### config.mk
export PLATFORM = sky130hd
export DESIGN_NAME = instr_fetch
export DESIGN_NICKNAME = d
export VERILOG_FILES = /design/src/rtl/instr_fetch.sv
export SDC_FILE = /design/constraint.sdc
export NUM_CORES = 1
export LEC_CHECK = 0
export CAP_MARGIN = 20
export CORE_MARGIN = 2
export CORE_UTILIZATION = 35
export CTS_CLUSTER_SIZE = 25
export DETAILED_ROUTE_END_ITERATION = 10
export HOLD_SLACK_MARGIN = 0.08
export PLACE_DENSITY = 0.79
export SETUP_SLACK_MARGIN = 0.05
export SLEW_MARGIN = 15
export SYNTH_ARGS = -nofsm -noshare
export SYNTH_HDL_FRONTEND = slang
export SYNTH_SLANG_ARGS = --single-unit
### constraint.sdc
create_clock -name clk -period 1.7 [get_ports clk]
set_input_delay 0.34 -clock clk [delete_from_list [all_inputs] [get_ports clk]]
set_output_delay 0.34 -clock clk [all_outputs]
set_load 0.01 [all_outputs]
### src/rtl/instr_fetch.sv
// instr_fetch: byte-serial fetch unit that assembles 16-bit instructions.
// Drives PC strobes and hands instructions to the controller via valid/ready.
module instr_fetch #(
    parameter int ADDR_W = 13,
    parameter int DATA_W = 8,
    parameter int OP_W   = 3
) (
    input  logic              clk,
    input  logic              rst,
    input  logic              fetch_en,
    input  logic [ADDR_W-1:0] pc_addr,
    output logic              incr_pc,
    output logic              load_pc,
    output logic              mem_rd,
    output logic [ADDR_W-1:0] mem_addr,
    input  logic [DATA_W-1:0] mem_rdata,
    input  logic              mem_ready,
    output logic              ir_valid,
    input  logic              ir_ready,
    input  logic              jump,
    output logic [OP_W-1:0]   opcode,
    output logic [ADDR_W-1:0] ir_addr,
    output logic              busy
);

    localparam int IR_W = 2 * DATA_W;

    typedef enum logic [2:0] {
        IDLE,
        HI_REQ,
        HI_INC,
        LO_REQ,
        LO_INC,
        VALID,
        JUMP
    } state_t;

    state_t            state_q, state_d;
    logic [IR_W-1:0]   ir_q, ir_d;

    // State and instruction register; reset drops any partial fetch
    always_ff @(posedge clk or posedge rst) begin
        if (rst) begin
            state_q <= IDLE;
            ir_q    <= '0;
        end else begin
            state_q <= state_d;
            ir_q    <= ir_d;
        end
    end

    // Next-state logic and byte capture into the instruction register
    always_comb begin
        state_d = state_q;
        ir_d    = ir_q;
        unique case (state_q)
            IDLE: begin
                if (fetch_en) state_d = HI_REQ;
            end
            HI_REQ: begin
                if (mem_ready) begin
                    ir_d[IR_W-1:DATA_W] = mem_rdata;
                    state_d             = HI_INC;
                end
            end
            HI_INC: state_d = LO_REQ;
            LO_REQ: begin
                if (mem_ready) begin
                    ir_d[DATA_W-1:0] = mem_rdata;
                    state_d          = LO_INC;
                end
            end
            LO_INC: state_d = VALID;
            VALID: begin
                if (ir_ready) begin
                    if (jump)          state_d = JUMP;
                    else if (fetch_en) state_d = HI_REQ;
                    else               state_d = IDLE;
                end
            end
            JUMP: state_d = fetch_en ? HI_REQ : IDLE;
            default: state_d = IDLE;
        endcase
    end

    // Every strobe is decoded from state alone, so the PC never sees
    // a combinational path from mem_ready or ir_ready.
    assign mem_rd   = (state_q == HI_REQ) || (state_q == LO_REQ);
    assign mem_addr = pc_addr;
    assign incr_pc  = (state_q == HI_INC) || (state_q == LO_INC)
                   || (state_q == JUMP);
    assign load_pc  = (state_q == JUMP);
    assign ir_valid = (state_q == VALID);
    assign busy     = (state_q != IDLE) && (state_q != VALID);
    assign opcode   = ir_q[IR_W-1 -: OP_W];
    assign ir_addr  = ir_q[ADDR_W-1:0];

endmodule
Word-level counts from Yosys, hierarchy flattened

Index checks and enable logic that the tools add are counted.

Logic and storage cells: 30
Input port bits: 27
Bits in registers: 19
Output and inout bits: 34

Multiplexer cells: 7
Reduce and logical (&&, ||, !) cells: 9
Equality and inequality tests: 11

Operators by type and width:

| cell                                                                   | number |
|---|---|
| 3-bit one-hot mux with 7 select lines                                  | 1 |
| 3-bit 2-to-1 mux                                                       | 5 |
| 3-bit equality test (second input constant)                            | 3 |
| 3-bit by 2-bit equality test with 1-bit output (second input constant) | 2 |
| 2-bit != test (second input constant)                                  | 3 |
| 2-bit AND reduction                                                    | 2 |
| 4-bit AND reduction                                                    | 1 |
| 3-bit by 1-bit equality test with 1-bit output (second input constant) | 1 |
| 3-bit logical NOT                                                      | 1 |
| 1-bit logical OR                                                       | 3 |
| 3-bit != test (second input constant)                                  | 1 |
| 3-bit nonzero test                                                     | 1 |
| 2-bit by 1-bit != test with 1-bit output (second input constant)       | 1 |
| 1-bit logical AND                                                      | 1 |
| 1-bit 2-to-1 mux                                                       | 1 |

Logic depth before layout (Yosys ltp)

Depth in word-level cells: 4
Depth in mapped cells: 4
Mapped depth without buffers: 3

Worst setup path after synthesis

No wires, ideal clock.

Path type: register to register
Start point: reg state_q[0]
End point: reg ir_q[10]
Required time: 1,575 ps
Arrival time: 1,248 ps
Period minus slack after synthesis: 1,373 ps
Buffers on the path: 1
Stages on the path, launching flop included: 5
Setup slack: 327 ps
Setup time: 125 ps
Cells stage by stage: dfrtp_1 nor2b_4 and3b_1 buf_6 mux2_2

Cells in the longest elaborated chain, start to end: 2

RTL lines:

| what                                           | RTL line | text |
|---|---|---|
| start: declaration                             | 38       | `state_t state_q, state_d;` |
| start signal: assignment                       | 47       | `state_q <= state_d;` |
| 3-bit by 1-bit equality test with 1-bit output | 56       | `unique case (state_q)` |
| 2-bit AND reduction (no source line)           | --       |  |
| end signal: assignment                         | 48       | `ir_q <= ir_d;` |
| end: declaration                               | 39       | `logic [IR_W-1:0] ir_q, ir_d;` |

Every way passes these cells.
A chain may end at the register's enable or synchronous reset.

Worst setup path after layout

Start point: reg state_q[2]
End point: out busy

Cells in the longest elaborated chain, start to end: 2
Elaborated cells on any way between the ends: 3
Classes of those cells: eq/ne: 1; reduce/logical: 2

RTL lines:

| what                                                       | RTL line | text |
|---|---|---|
| 3-bit != test / 3-bit nonzero test (equally long branches) | 94       | `assign busy = (state_q != IDLE) && (state_q != VALID);` |
| 1-bit logical AND (*)                                      | 94       |  |
| end: declaration                                           | 23       | `output logic busy` |

Mark *: on every way between the ends. The rest lies on a longest branch, timed or not.

==> impl_results.md <==
- Depth of the CTS H-tree: 1
- Clk slew on worst S/H paths: approximately 0.1 ns
- Vias in the first global route: roughly 660
- Number of synthesized flops with an enable pin: 0
- GP Congestion: around 0.78
- Required time of the critical path: 1.36 ns
- Total global routing overflow: 0
- Crit-path max FO: 5
- Via count: ~660
- Unrepaired setup endpoints after global routing: true
- Syn_area_per_cell: between 10 and 15 um2
- Rel. slew slack: between 80 and 90%
- Mapped cell area: between 900 and 1000 um2
- DRC errors left: 0
- Max-slew violations: 0
- P_sw: 764.4 uW
- PortBufs: 34
- Worst hold path class: in -> async
- Worst path arrival time: between 1 and 1.5 ns
- Fmax: 0.6016 GHz
- P&R area growth vs syn: 40.00%
- Post-Route WL: 1778 um
- List of most frequent post-synthesis cells: 19 x dfrtp_1, 16 x mux2_2, 13 x buf_4
- Drt wl/cell: around 13 um
- Crit Reg-Reg Startpoint: state_q[2]
- Pint: 1624 uW
- R2r endpoint: ir_q[13]
- Period utilization: 97.78%
- Setup violators final: 0
- Worst-skew pair later-pin latency: between 0.2 and 0.3 ns
- Final HPWL DP: approximately 1400 um
- Power Dens Cells: 1855 nW/um2
- Initial antenna violation count: 0
- Final worst slack: around 0.038 ns
- Antenna fix cells: 0
- Tot Pwr: 2388 uW
- Share of cells above drive strength 1: ~36%
- CTS tree: yes
- Fin. Hold Viols: 0
- Area contributors post-synth: dfrtp_1 52%, mux2_2 20%, buf_4 11%
- Post-synthesis sequential area ratio: between 50% and 60%
- Synthesis-stage register bit count: 19
- Critical Path End Type: output port
- Placed cell area: around 1200 um2
- R2R cell count: 6
- Max Root-Sink Buffers: 2
- Comb pwr share: 56.8%
- Total Routing Usage GR: 11.41%
- Nets: ~140
- Synth cell types: 21
- Die width: roughly 55 um
- Period minus WS final: between 1.5 and 2 ns
- Most common cell in the netlist: dfrtp_1
- Clock Sinks: 19
- Yosys top cell by area: dfrtp_1
- Clock power frac: 9.2%
- Post-CTS Hold Buffers: 0
- Post-synth top area share: between 50% and 60%
- Num CTS Buffers: 3
- WS Path Type: reg -> out
- Startpoint types: flip-flop
- Pre-antenna DRT Iters: 4
- Final Cell Area: around 1300 um2
- Vias per Instance: about 4.7
- Crit path from: state_q[2]
- Sequential group share of total power: about 34%
- Switch share: between 30 and 40%
- Global-route wire length before repair: between 2000 and 3000 um
- Synthesized Nets: roughly 100
- DRT antenna net count: 0
- Max_cap viols: 0
- Synth async-reset ratio: between 90% and 100%
- Initial Utilization: 37.12%
- Static Leak: approximately 0.00057 uW
- # rows: 18
- I/O pin cnt: a little over 60
- Yosys warning count: 0
- 1st-iter DRT viols: 12
- Post-place setup slack: -0.04368 ns
- Die Footprint: ~3100 um2
- Mapped Cells: 75
- Die Y: 55.26 um
- Top_reg_cell synth: dfrtp_1
- Slew @ Worst Pin: between 0.2 and 0.3 ns
- Setup TNS: 0 ns
- Pin count of the biggest net entering global routing: 13
- Clock root buffer: clkbuf_4
- Status: completed
- Core footprint: approximately 2500 um2
- Worst R2R Setup Slack: ~0.12 ns
- VDD IR-drop max: 0.001163 V
- Final Skew: between 0.001 and 0.0015 ns
power by group through the flow:
| stage | Sequential, uW | Combinational, uW | Clock, uW |
|---|---|---|---|
| floorplan | 915 | 541 | 0 |
| finish | 813 | 1360 | 219 |
| global route | 844 | 1460 | 247 |
| CTS | 816 | 1370 | 229 |
| detailed placement | 843 | 1300 | 0 |
| global placement | 826 | 1270 | 0 |
final cells by class:
class,instances,area [um2]
clock buffers,3,22.52
inverters,1,3.754
repair buffers,44,411.6
clock inverters,1,5.005
flip-flops and latches,19,476.7
multi-input cells,40,330.3
well taps,30,37.54
fillers,235,1190
worst max-delay path: stages (launching register included):
cell,delay (ns)
dfrtp_2,0.44
and2b_1,0.17
or3_1,0.29
buf_2,0.14
stage by stage:
step / util (%) / instances / hold slack (ns)
finish: 51.97 / 138 / 0.2720
global route: 51.97 / 138 / 0.3248
CTS: 52.07 / 138 / 0.2732
detailed placement: 49.80 / 129 / 0.4940
global placement: 49.80 / 129 / 0.4866
floorplan: - / 75 / 0.2911
state kept, by name, summed over array words and instances, names as in the netlist:
| register | count |
|---|---|
| ir_q | 16 |
| state_q | 3 |
placed cells by master (no fill, tap or decap), drive strengths merged, types with 2 or more instances in the layout:
master | netlist | routed
nor2 | 2 | 2
mux2 | 16 | 16
o21ai | 4 | 4
nand3 | 2 | 2
and2 | 2 | 2
clkbuf | 0 | 4
dfrtp | 19 | 19
nor2b | 4 | 4
clkdlybuf4s50 | 0 | 29
nand2 | 3 | 3
buf | 15 | 13
cell families after synthesis:
| group | synth area share (%) |
|---|---|
| compound gates | 3.401 |
| buf+inv | 12.79 |
| flops | 51.70 |
| mux | 19.59 |
| simple gates | 12.52 |
worst max-delay path by stage:
stage,depth (start not counted),endpoint
CTS,3,busy
floorplan,4,ir_q[10]
finish,3,busy
detailed placement,3,busy
global route,4,busy
global placement,3,busy
repair_timing:
action / in CTS / in global routing
endpoints found under the hold margin: 0 / 0
pin swaps: 0 / 0
setup buffers: 5 / 0
setup endpoints to repair: 5 / 10
gates resized for setup: 18 / 3
per-layer routing:
layer | vias up | track usage (%) | routed length, um
met3 | 2 | 4.684 | 193
met4 | 0 | 3.833 | 15
li1 | 305 | - | -
met2 | 26 | 20.92 | 907
met1 | 322 | 11.56 | 662
met5 | - | 0 | 0
(Power assumes the default switching activity.)
